### src/rtl/uart_frame_pkg.sv
// Shared types and constants for the UART RX frame parser: parser states,
// error codes, the default start-of-frame marker and a saturating increment.
package uart_frame_pkg;

  typedef enum logic [1:0] {
    HUNT    = 2'd0,
    LEN     = 2'd1,
    PAYLOAD = 2'd2,
    CHK     = 2'd3
  } frameState_e;

  typedef enum logic [1:0] {
    ERR_NONE = 2'b00,
    ERR_LEN  = 2'b01,
    ERR_CHK  = 2'b10,
    ERR_TMO  = 2'b11
  } errCode_e;

  localparam logic [7:0] SOF_BYTE_DEFAULT = 8'hA5;

  function automatic logic [7:0] satInc8(input logic [7:0] value);
    return (value == 8'hFF) ? value : value + 8'd1;
  endfunction

endpackage

### src/rtl/uart_frame_timeout.sv
// Loadable up-counter with clear and enable that raises tc_o once the count
// reaches TIMEOUT_CYCLES and then holds there until cleared or reloaded.
module uart_frame_timeout #(
  parameter int CNT_W          = 16,
  parameter int TIMEOUT_CYCLES = 1000
) (
  input  logic             clk_i,
  input  logic             rst_ni,
  input  logic             clear_i,
  input  logic             load_i,
  input  logic [CNT_W-1:0] loadVal_i,
  input  logic             enable_i,
  output logic             tc_o
);

  localparam logic [CNT_W-1:0] TC_VALUE = CNT_W'(TIMEOUT_CYCLES);
  localparam logic [CNT_W-1:0] ONE      = CNT_W'(1);

  logic [CNT_W-1:0] cnt_q, cnt_d;

  assign tc_o = (cnt_q == TC_VALUE);

  // Clear beats load beats count; the count parks at the terminal value.
  always_comb begin
    cnt_d = cnt_q;
    if (clear_i) begin
      cnt_d = '0;
    end else if (load_i) begin
      cnt_d = loadVal_i;
    end else if (enable_i && !tc_o) begin
      cnt_d = cnt_q + ONE;
    end
  end

  always_ff @(posedge clk_i or negedge rst_ni) begin
    if (!rst_ni) begin
      cnt_q <= '0;
    end else begin
      cnt_q <= cnt_d;
    end
  end

endmodule

### src/rtl/uart_rx_frame_ctrl.sv
// Drain-side frame parser for the UART RX FIFO: hunts for SOF, parses
// LEN / payload / CHK, streams payload over valid/ready and reports status.
module uart_rx_frame_ctrl
  import uart_frame_pkg::*;
#(
  parameter logic [7:0] SOF_BYTE       = SOF_BYTE_DEFAULT,
  parameter int         MAX_LEN        = 16,
  parameter int         TIMEOUT_CYCLES = 1000,
  parameter int         CNT_W          = 16
) (
  input  logic       i_Clock,
  input  logic       i_Reset,
  input  logic       i_Fifo_Empty,
  output logic       o_Fifo_Rd,
  input  logic [7:0] i_Fifo_Data,
  output logic [7:0] o_Byte,
  output logic       o_Byte_Valid,
  input  logic       i_Byte_Ready,
  output logic       o_Byte_Last,
  output logic       o_Frame_Ok,
  output logic       o_Frame_Err,
  output logic [1:0] o_Err_Code,
  output logic [7:0] o_Err_Count,
  output logic       o_Busy
);

  localparam logic [7:0] MAX_LEN_B = 8'(MAX_LEN);

  frameState_e state_q, state_d;
  errCode_e    errCode_q, errCode_d;
  logic        rdPend_q, rdPend_d;
  logic [7:0]  byte_q, byte_d;
  logic        valid_q, valid_d;
  logic        last_q, last_d;
  logic [7:0]  remain_q, remain_d;
  logic [7:0]  chk_q, chk_d;
  logic        ok_q, ok_d;
  logic        err_q, err_d;
  logic [7:0]  errCount_q, errCount_d;

  logic capture;
  logic tmoTc;
  logic tmoAbort;
  logic tmoClear;
  logic tmoEnable;
  logic rdGo;

  assign capture   = rdPend_q;
  assign tmoAbort  = tmoTc && !capture && (state_q != HUNT);
  assign tmoClear  = capture || valid_q || (state_q == HUNT) || tmoAbort;
  assign tmoEnable = i_Fifo_Empty && !rdPend_q;

  // Reads are suppressed on the abort cycle so no byte is left in flight.
  assign rdGo = i_Reset && !i_Fifo_Empty && !rdPend_q && !valid_q && !tmoAbort;

  uart_frame_timeout #(
    .CNT_W         (CNT_W),
    .TIMEOUT_CYCLES(TIMEOUT_CYCLES)
  ) u_timeout (
    .clk_i    (i_Clock),
    .rst_ni   (i_Reset),
    .clear_i  (tmoClear),
    .load_i   (1'b0),
    .loadVal_i({CNT_W{1'b0}}),
    .enable_i (tmoEnable),
    .tc_o     (tmoTc)
  );

  always_comb begin
    state_d    = state_q;
    rdPend_d   = rdGo;
    byte_d     = byte_q;
    valid_d    = valid_q;
    last_d     = last_q;
    remain_d   = remain_q;
    chk_d      = chk_q;
    ok_d       = 1'b0;
    err_d      = 1'b0;
    errCode_d  = errCode_q;
    errCount_d = errCount_q;

    if (valid_q && i_Byte_Ready) begin
      valid_d  = 1'b0;
      last_d   = 1'b0;
      remain_d = remain_q - 8'd1;
      if (remain_q == 8'd1) begin
        state_d = CHK;
      end
    end

    if (tmoAbort) begin
      state_d    = HUNT;
      valid_d    = 1'b0;
      last_d     = 1'b0;
      err_d      = 1'b1;
      errCode_d  = ERR_TMO;
      errCount_d = satInc8(errCount_q);
    end else if (capture) begin
      case (state_q)
        HUNT: begin
          if (i_Fifo_Data == SOF_BYTE) begin
            chk_d   = 8'h00;
            state_d = LEN;
          end
        end
        LEN: begin
          if ((i_Fifo_Data == 8'h00) || (i_Fifo_Data > MAX_LEN_B)) begin
            err_d      = 1'b1;
            errCode_d  = ERR_LEN;
            errCount_d = satInc8(errCount_q);
            state_d    = HUNT;
          end else begin
            remain_d = i_Fifo_Data;
            chk_d    = i_Fifo_Data;
            state_d  = PAYLOAD;
          end
        end
        PAYLOAD: begin
          byte_d  = i_Fifo_Data;
          valid_d = 1'b1;
          last_d  = (remain_q == 8'd1);
          chk_d   = chk_q ^ i_Fifo_Data;
        end
        CHK: begin
          if (i_Fifo_Data == chk_q) begin
            ok_d      = 1'b1;
            errCode_d = ERR_NONE;
          end else begin
            err_d      = 1'b1;
            errCode_d  = ERR_CHK;
            errCount_d = satInc8(errCount_q);
          end
          state_d = HUNT;
        end
        default: state_d = HUNT;
      endcase
    end
  end

  always_ff @(posedge i_Clock or negedge i_Reset) begin
    if (!i_Reset) begin
      state_q    <= HUNT;
      rdPend_q   <= 1'b0;
      byte_q     <= 8'h00;
      valid_q    <= 1'b0;
      last_q     <= 1'b0;
      remain_q   <= 8'h00;
      chk_q      <= 8'h00;
      ok_q       <= 1'b0;
      err_q      <= 1'b0;
      errCode_q  <= ERR_NONE;
      errCount_q <= 8'h00;
    end else begin
      state_q    <= state_d;
      rdPend_q   <= rdPend_d;
      byte_q     <= byte_d;
      valid_q    <= valid_d;
      last_q     <= last_d;
      remain_q   <= remain_d;
      chk_q      <= chk_d;
      ok_q       <= ok_d;
      err_q      <= err_d;
      errCode_q  <= errCode_d;
      errCount_q <= errCount_d;
    end
  end

  assign o_Fifo_Rd    = rdGo;
  assign o_Byte       = byte_q;
  assign o_Byte_Valid = valid_q;
  assign o_Byte_Last  = last_q;
  assign o_Frame_Ok   = ok_q;
  assign o_Frame_Err  = err_q;
  assign o_Err_Code   = errCode_q;
  assign o_Err_Count  = errCount_q;
  assign o_Busy       = (state_q != HUNT);

endmodule
### config.mk
export PLATFORM = sky130hd
export DESIGN_NAME = uart_rx_frame_ctrl
export DESIGN_NICKNAME = d
export VERILOG_FILES = /design/src/rtl/uart_frame_pkg.sv /design/src/rtl/uart_frame_timeout.sv /design/src/rtl/uart_rx_frame_ctrl.sv
export SDC_FILE = /design/constraint.sdc
export NUM_CORES = 1
export LEC_CHECK = 0
export CORE_UTILIZATION = 40
export DETAILED_ROUTE_END_ITERATION = 8
export PLACE_DENSITY = 0.59
export REMOVE_ABC_BUFFERS = 1
export SLEW_MARGIN = 20
export SYNTH_ARGS = -nofsm -noshare
export SYNTH_HDL_FRONTEND = slang
export SYNTH_SLANG_ARGS = --single-unit
### constraint.sdc
create_clock -name i_Clock -period 6.83 [get_ports i_Clock]
set_input_delay 1.0245 -clock i_Clock [delete_from_list [all_inputs] [get_ports i_Clock]]
set_output_delay 1.0245 -clock i_Clock [all_outputs]
set_load 0.05 [all_outputs]
# Yosys cells after proc, flatten, opt, wreduce, memory -nomap -nowiden
# Index checks and enable logic that the tools add are counted.
[totals]
regBits = 57
in_bits = 12
[op_classes]
muxes = 45
bitwise = 2
addsub = 3
n_eq_ne = 12
magnitude_cmp = 1
reduce_logical = 29
[op_table]
columns = ["op", "count"]
rows = [
  ["$mux W8", 12],
  ["$mux W16", 2],
  ["$pmux W8 S3", 1],
  ["$mux W2", 10],
  ["$add A16 B1 Y16 const B", 1],
  ["$eq A16 B10 Y1 const B", 1],
  ["$eq A8 B8 Y1 const B", 2],
  ["$mux W1", 16],
  ["$pmux W8 S2", 1],
  ["$logic_and A1 B1 Y1", 9],
  ["$add A8 B1 Y8 const B", 1],
  ["$eq A8 B1 Y1 const B", 1],
  ["$eq A8 B8 Y1", 1],
  ["$gt A8 B5 Y1 const B", 1],
  ["$logic_not A8 Y1", 1],
  ["$sub A8 B1 Y8 const B", 1],
  ["$xor A8 B8 Y8", 1],
  ["$ne A3 B3 Y1 const B", 2],
  ["$pmux W2 S3", 1],
  ["$reduce_and A3 Y1", 2],
  ["$reduce_bool A2 Y1", 3],
  ["$reduce_bool A3 Y1", 2],
  ["$logic_not A1 Y1", 5],
  ["$reduce_and A5 Y1", 1],
  ["10 further kinds", 14],
]

# Logic depth before layout (Yosys ltp)
# Gate-level depths: netlist of the first run.
[depth]
word_depth = 7
depth_mapped = 8

# By module
# Synthesis of the first run repeated with hierarchy kept, for this count alone.
[unflattened]
cells_unflattened = 340
area_unflattened_um2 = 3419.5
[by_module_without_submodules]
columns = ["mod", "n_inst", "seq_area_each_um2", "area_per_inst_um2", "cells_each"]
rows = [
  ["uart_rx_frame_ctrl", 1, 1026.0, 2379.8, 231],
  ["uart_frame_timeout", 1, 400.4, 1039.7, 109],
]

# Least setup slack after synthesis of the first run
# OpenSTA, ideal clock, no wires.
[synth_timing]
path_kind = "register to output"
start = "register u_timeout.cnt_q[0]"
end = "output o_Fifo_Rd"
slack_ps = 3917
stages_incl_launch_ff = 7
t_arrival_ps = 1889
cell_sequence = "dfrtp_1 > inv_1 > ha_1 > or4b_1 > nor4_4 > nand3_2 > and3_1"
[synth_via]
elab_chain_cells = 5
[synth_rtl]
columns = ["element", "line", "text"]
rows = [
  ["start, declared", "uart_frame_timeout.sv:19", "logic [CNT_W-1:0] cnt_q, cnt_d;"],
  ["start signal, assigned", "uart_frame_timeout.sv:39", "cnt_q <= cnt_d;"],
  ["$eq A16 B10 Y1", "uart_frame_timeout.sv:21", "assign tc_o = (cnt_q == TC_VALUE);"],
  ["$logic_and A1 B1 Y1 (2 in series)", "uart_rx_frame_ctrl.sv:49", "assign tmoAbort = tmoTc && !capture && (state_q != HUNT);"],
  ["$logic_not A1 Y1", "uart_rx_frame_ctrl.sv:54", "assign rdGo = i_Reset && !i_Fifo_Empty && !rdPend_q && !valid_q && !tmoAbort;"],
  ["$logic_and A1 B1 Y1", "uart_rx_frame_ctrl.sv:54", ""],
  ["end, declared", "uart_rx_frame_ctrl.sv:14", "output logic o_Fifo_Rd,"],
]
# No other way between the ends.

# Worst setup path in the final report of the first run
# Same ends and word-level chain as after synthesis.

==> results of run 1 <==
worst max-delay path, stage by stage (launching register included):
cell and delay [ns]:
dfrtp_1 0.44, inv_1 0.08, ha_1 0.13, or4b_1 0.48
nor4_4 0.29, nand3_2 0.22, and3_1 0.23, clkdlybuf4s50_1 0.70
flip-flops by register name, summed over array words and instances (netlist names):
register and flops:
state_q 2, o_Frame_Err 1, o_Byte 8, remain_q 8, chk_q 8, o_Byte_Last 1
o_Frame_Ok 1, o_Err_Code 2, o_Err_Count 8, u_timeout.cnt_q 16, capture 1, o_Byte_Valid 1
final cells by class:
class / instances / share of cell area [%]
multi-input cells: 238 / 43.1
clock buffers: 10 / 3.43
flip-flops and latches: 57 / 38.3
clock inverters: 6 / 0.941
inverters: 12 / 1.21
repair buffers: 37 / 9.68
well taps: 99 / 3.33
report_power, final:
| group | internal (uW) | switching (uW) | total, uW |
|---|---|---|---|
| clock network | 129 | 132 | 261 |
| logic | 208 | 354 | 563 |
| registers | 430 | 85.5 | 515 |
per-stage QoR:
| stage | utilization [%] | power, uW |
|---|---|---|
| after floorplan | - | 896 |
| after global placement | 48.1 | 1080 |
| after detailed placement | 48.1 | 1090 |
| after CTS | 50.3 | 1360 |
| after global routing | 50.3 | 1420 |
| final | 50.3 | 1340 |
cell usage in the layout (no fill, tap or decap), types with 7 or more instances in the layout:
master / netlist / layout
nor3_1: 7 / 7
dfrtp_1: 57 / 57
ha_1: 9 / 9
nor2_1: 36 / 36
clkdlybuf4s50_1: 0 / 34
nand3_1: 16 / 16
xnor2_1: 12 / 12
xor2_1: 20 / 20
nand2_1: 25 / 25
mux2_1: 8 / 8
a21oi_1: 15 / 15
inv_1: 10 / 10
and3_1: 7 / 7
o211ai_1: 10 / 10
clkbuf_8: 0 / 9
layer usage:
| metal | vias to the layer above | global-route usage [%] |
|---|---|---|
| met5 | - | 0 |
| met4 | 0 | 7.93 |
| met3 | 10 | 3.11 |
| met2 | 35 | 25.3 |
| met1 | 1139 | 24.5 |
| li1 | 1183 | - |
path summary, 6_finish.rpt:
check	cells after the start	end	start	slack, ns
max	7	o_Fifo_Rd	u_timeout.cnt_q[0]	2.90
min	1	o_Err_Count[6]	o_Err_Count[6]	0.49
max reg2reg	7	o_Err_Count[1]	u_timeout.cnt_q[0]	4.51
min reg2reg	1	o_Err_Count[6]	o_Err_Count[6]	0.49
max in group asynchronous	2	chk_q[2]	i_Reset	5.52
min in group asynchronous	2	u_timeout.cnt_q[6]	i_Reset	0.83
kinds of logic (layout without fill, tap and decap cells):
kind of cell / Yosys count / after routing
AND/OR/NAND/NOR: 136 / 136
adder cells (fa/ha/maj): 9 / 9
flip-flops: 57 / 57
AO/OA/AOI/OAI: 49 / 49
multiplexers: 11 / 11
XOR/XNOR: 33 / 33
buffers and inverters: 25 / 65
==> flow_metrics.tcl, run 1 <==
set metrics [dict create \
    synth_fa_ha_area_share_pct 3.59 \
    synth_warnings 0 \
    cts_num_sinks 57 \
    seqCellArea_sq_um 1430 \
    via_per_inst 5.16 \
    finalInstanceArea_sq_um 3720 \
    fillerInstances 728 \
    setup_viol 0 \
    yosys.area_share.xor_xnor_pct 9.46 \
    fin_cells 459 \
    wl_per_cell_microns 14.1 \
    synth_top_area_share_pct 45.5 \
    cp.arrival_ns 2.90 \
    synth.distinct_cells 51 \
    vias 2367 \
    endpoint_kind "output port" \
    worstPathMaxFanout 5 \
    grt_pass1_wl_microns 11200 \
    die_h_microns 90.5 \
    drv_cap 0 \
    cts_tree "done" \
    numCtsBuffers 9 \
    max_freq_ghz 0.255 \
    wl_microns 6480 \
    yosysTopAreaCell "dfrtp_1" \
    std_cell_rows 31 \
    top_layer_used "met4" \
    required_ns 5.81 \
    m1WireLength_microns 3310 \
    syn2layout_area_growth_pct 18.8 \
    worstSetupPathType "reg -> out" \
    portBuffers 35 \
    multi_input_area_sq_um 1610 \
    core_sq_um 7410 \
    min_period_ns 3.93 \
    nets 376 \
    drive_gt1_share_pct 9.72 \
    die-area_sq_um 8190 \
    vdd_drop_max_mv 0.236 \
    relSlewSlack_pct 52.0 \
    cts.repair.resized 0 \
    ios 36 \
    yosys.area_share.simple_pct 23.2 \
    ant_nets 0 \
    grt_overflow 0 \
    hold_slack_ns 0.488 \
    syn-instance-count 320 \
    synth_flop_cell "dfrtp_1" \
    dp.cells 443 \
    cts.clk_slew.worst_paths_ns 0.07 \
    n_antenna_cell 0 \
    initial_core_util_pct 42.3 \
    hold_class "reg -> reg" \
    synth_edf_count 0 \
    clock_path_buffers 2 \
    synthTopCellsByArea "dfrtp_1 (46%), xor2_1 (5.6%), nor2_1 (4.3%)" \
    powerDensity_nw_per_um2 359 \
    tns_ns 0 \
    synthArstFlopShare_pct 100 \
    die_x_microns 90.5 \
    tightest_slew_ns 0.721 \
    post-cts-setup-buffers 0 \
    rsz0062_at_grt "no" \
    worstSkewPairLatency_ns 0.33 \
    antenna_found_initial 0 \
    drtIter0Drc 95 \
    cts_max_level 3 \
    drtPass1Iterations 4 \
    dpl.hpwl_microns 4470 \
    status "completed" \
    fin_crit_sh_pct 57.5 \
    synth_compound_area_share_pct 10.9 \
    track_usage_pct 17.2 \
    synth_top_family_by_area "simple AND/OR/NAND/NOR gates" \
    fin_skew_ns 0.00981 \
    drc 0 \
    syn_area_sq_um 3130 \
    dpl_cell_area_sq_um 3560 \
    wl_met3_microns 216 \
    p_leak_uw 0.00150 \
    cts_root_buf "clkbuf_8" \
    grt_pass1_vias 2293 \
    wl_met2_microns 2830 \
    yosys-mux-area-fraction_pct 4.03 \
    ys_ff_latch 57 \
    synthTopCellsByCount "dfrtp_1 (57), nor2_1 (36), nand2_1 (25)" \
    hold_buffers 0 \
    worst_setup_path_start_kind "flip-flop" \
    hold_viol 0 \
    dp_slack_ns 2.94 \
    synth.avg_cell_area_sq_um 9.79 \
    final_max_slew_viol_count 0 \
    yosysMostFrequentCell "dfrtp_1" \
    grt_max_degree 59 \
    place_congestion 0.776 \
    final.setup.worst_slack_ns 2.90 \
    yosysSeqAreaShare_pct 45.5 \
]
No activity file was read; power rests on OpenSTA's default activity.
==> run 2: changes to the inputs <==
clock period = 3.8 ns   (was 6.83 ns; I/O delays follow)
==> run 2 against run 1 <==
  * Utilization increased by 0.37 points
  * First-iteration DRC count rose by 54%
  * Clock power up 110%
  * Total power up 85%
  * Register-to-register slack lost 3.1 ns
  * Sequential share of layout area fell by 0.28 points
  * Global-route usage increased by 0.99 points
  * Largest power group unchanged
  * Clock-buffer cell count is the same
  * Sequential power increased by 80%
  * Critical path type unchanged
  * Die area unchanged
  * Highest routed layer unchanged
  * Clock skew shrank 0.0029 ns
==> flow_metrics.tcl, run 2 (synthesis gave the netlist of run 1 again) <==
set metrics [dict create \
    drive_gt1_share_pct 9.75 \
    grt_max_degree 58 \
    cts_num_sinks 57 \
    final_max_slew_viol_count 0 \
    grt_pass1_wl_microns 11900 \
    die_x_microns 90.5 \
    largest_reg_flops 16 \
    cts_root_buf "clkbuf_8" \
    hold_slack_ns 0.452 \
    ant_nets 0 \
    layout_common_cells "dfrtp_1 (57), nor2_1 (36), clkdlybuf4s50_1 (34)" \
    min_period_ns 3.52 \
    worstPathMaxFanout 5 \
    place_congestion 0.797 \
    busiest_layer "met2" \
    dpl_cell_area_sq_um 3570 \
    worstSetupPathType "reg -> out" \
    required_ns 3.23 \
    std_cell_rows 31 \
    cts.clk_slew.worst_paths_ns 0.06 \
    die-area_sq_um 8190 \
    hold_buffers 0 \
    dpl.hpwl_microns 4740 \
    status "completed" \
    drtIter0Drc 146 \
    r2r-end "o_Err_Count[1]" \
    cp_slowest_stage_delay_ns 0.71 \
    largest-register "u_timeout.cnt_q" \
    final_common_cell "dfrtp_1" \
    cts_tree "done" \
    timing.rr.start "u_timeout.cnt_q[0]" \
    drc 0 \
    worstSkewPairLatency_ns 0.32 \
    core_sq_um 7410 \
    vias 2379 \
    fillerInstances 721 \
    ios 36 \
    wl_per_cell_microns 14.7 \
    rsz0062_at_grt "no" \
    antenna_found_initial 0 \
    worstRegToRegCells 7 \
    syn2layout_area_growth_pct 19.7 \
    die_h_microns 90.5 \
    grt_pass1_vias 2356 \
    worst_setup_path_start_kind "flip-flop" \
    tightest_slew_ns 0.925 \
    cts.repair.resized 0 \
    worstPathBufferInverterCount 2 \
    via_per_inst 5.19 \
    clock_path_buffers 2 \
    worstPathCellList "inv_1 -> ha_1 -> or4b_1 -> nor4_4 -> nand3_2 -> and3_1 -> clkdlybuf4s50_1" \
    finalInstanceArea_sq_um 3750 \
    vdd_drop_max_mv 0.458 \
    powerDensity_nw_per_um2 662 \
    tns_ns 0 \
    endpoint_kind "output port" \
    n_antenna_cell 0 \
    cts_max_level 3 \
    wl_microns 6750 \
    met2_usage_pct 26.5 \
    r2r_setup_slack_ns 1.44 \
    fin_crit_sh_pct 92.5 \
    max_freq_ghz 0.284 \
    nets 377 \
    drv_cap 0 \
    portBuffers 35 \
    relSlewSlack_pct 38.3 \
    use_met1_pct 25.9 \
    setup_viol 0 \
    grt_overflow 0 \
    drtPass1Iterations 4 \
    numCtsBuffers 9 \
    initial_core_util_pct 42.3 \
    crit_slowest_cell "clkdlybuf4s50_1" \
    p_leak_uw 0.00152 \
    hold_class "in -> async" \
    cp.arrival_ns 2.95 \
    hold_viol 0 \
    post-cts-setup-buffers 0 \
    crit_family "simple AND/OR/NAND/NOR gates" \
    fin_skew_ns 0.00689 \
    track_usage_pct 18.2 \
    met3_usage_pct 4.21 \
]
==> run 2: cell types whose count changed in the layout (fill, tap and decap cells not counted) <==
cell        change
clkbuf_1        -1
clkbuf_8        +1
clkinvlp_4      -2
clkinv_2        -1
bufinv_16       +1
buf_4           +1
==> run 2: cell type report <==
cell class	instances	area, sq um	area share, %
clock inverters	4	45.0	1.20
repair buffers	38	368	9.81
flip-flops and latches	57	1430	38.0
inverters	12	45.0	1.20
multi-input cells	238	1610	42.8
well taps	99	124	3.30
clock buffers	10	138	3.67
==> run 2: metal layers <==
metal	vias to the layer above	routed length (microns)
met2	38	3000
met4	0	97
met3	10	266
met5	-	0
met1	1150	3380
li1	1181	-
==> run 2: where the power goes <==
group,switching [uW],internal (uW),total [uW]
registers,154,772,926
logic,644,374,1020
clock network,227,310,537
==> run 2: worst max path at each step <==
stage | from | cells after the start | end
6_report | u_timeout.cnt_q[0] | 7 | o_Fifo_Rd
5_1_grt | u_timeout.cnt_q[0] | 7 | o_Fifo_Rd
4_1_cts | u_timeout.cnt_q[0] | 7 | o_Fifo_Rd
3_5_place_dp | i_Fifo_Data[0] | 7 | chk_q[1]
3_3_place_gp | i_Fifo_Data[2] | 7 | chk_q[7]
2_1_floorplan | i_Fifo_Data[1] | 6 | chk_q[0]
==> run 2: metrics by stage <==
step	power (uW)	setup slack, ns	utilization, %	cells
after floorplan	1610	1.23	-	307
after global placement	1940	0.581	48.2	444
after detailed placement	1960	0.526	48.2	444
after CTS	2510	0.261	50.6	458
after global routing	2630	0.110	50.6	458
final	2480	0.284	50.6	458
==> run 2: worst register-to-register path, delay by kind of cell, from the launching register on <==
family          cells  cell delay, ns
compound gates      1            0.26
flops               1            0.44
mux                 1            0.32
simple gates        3            1.01
buf+inv             1            0.08
fa+ha+maj           1            0.13
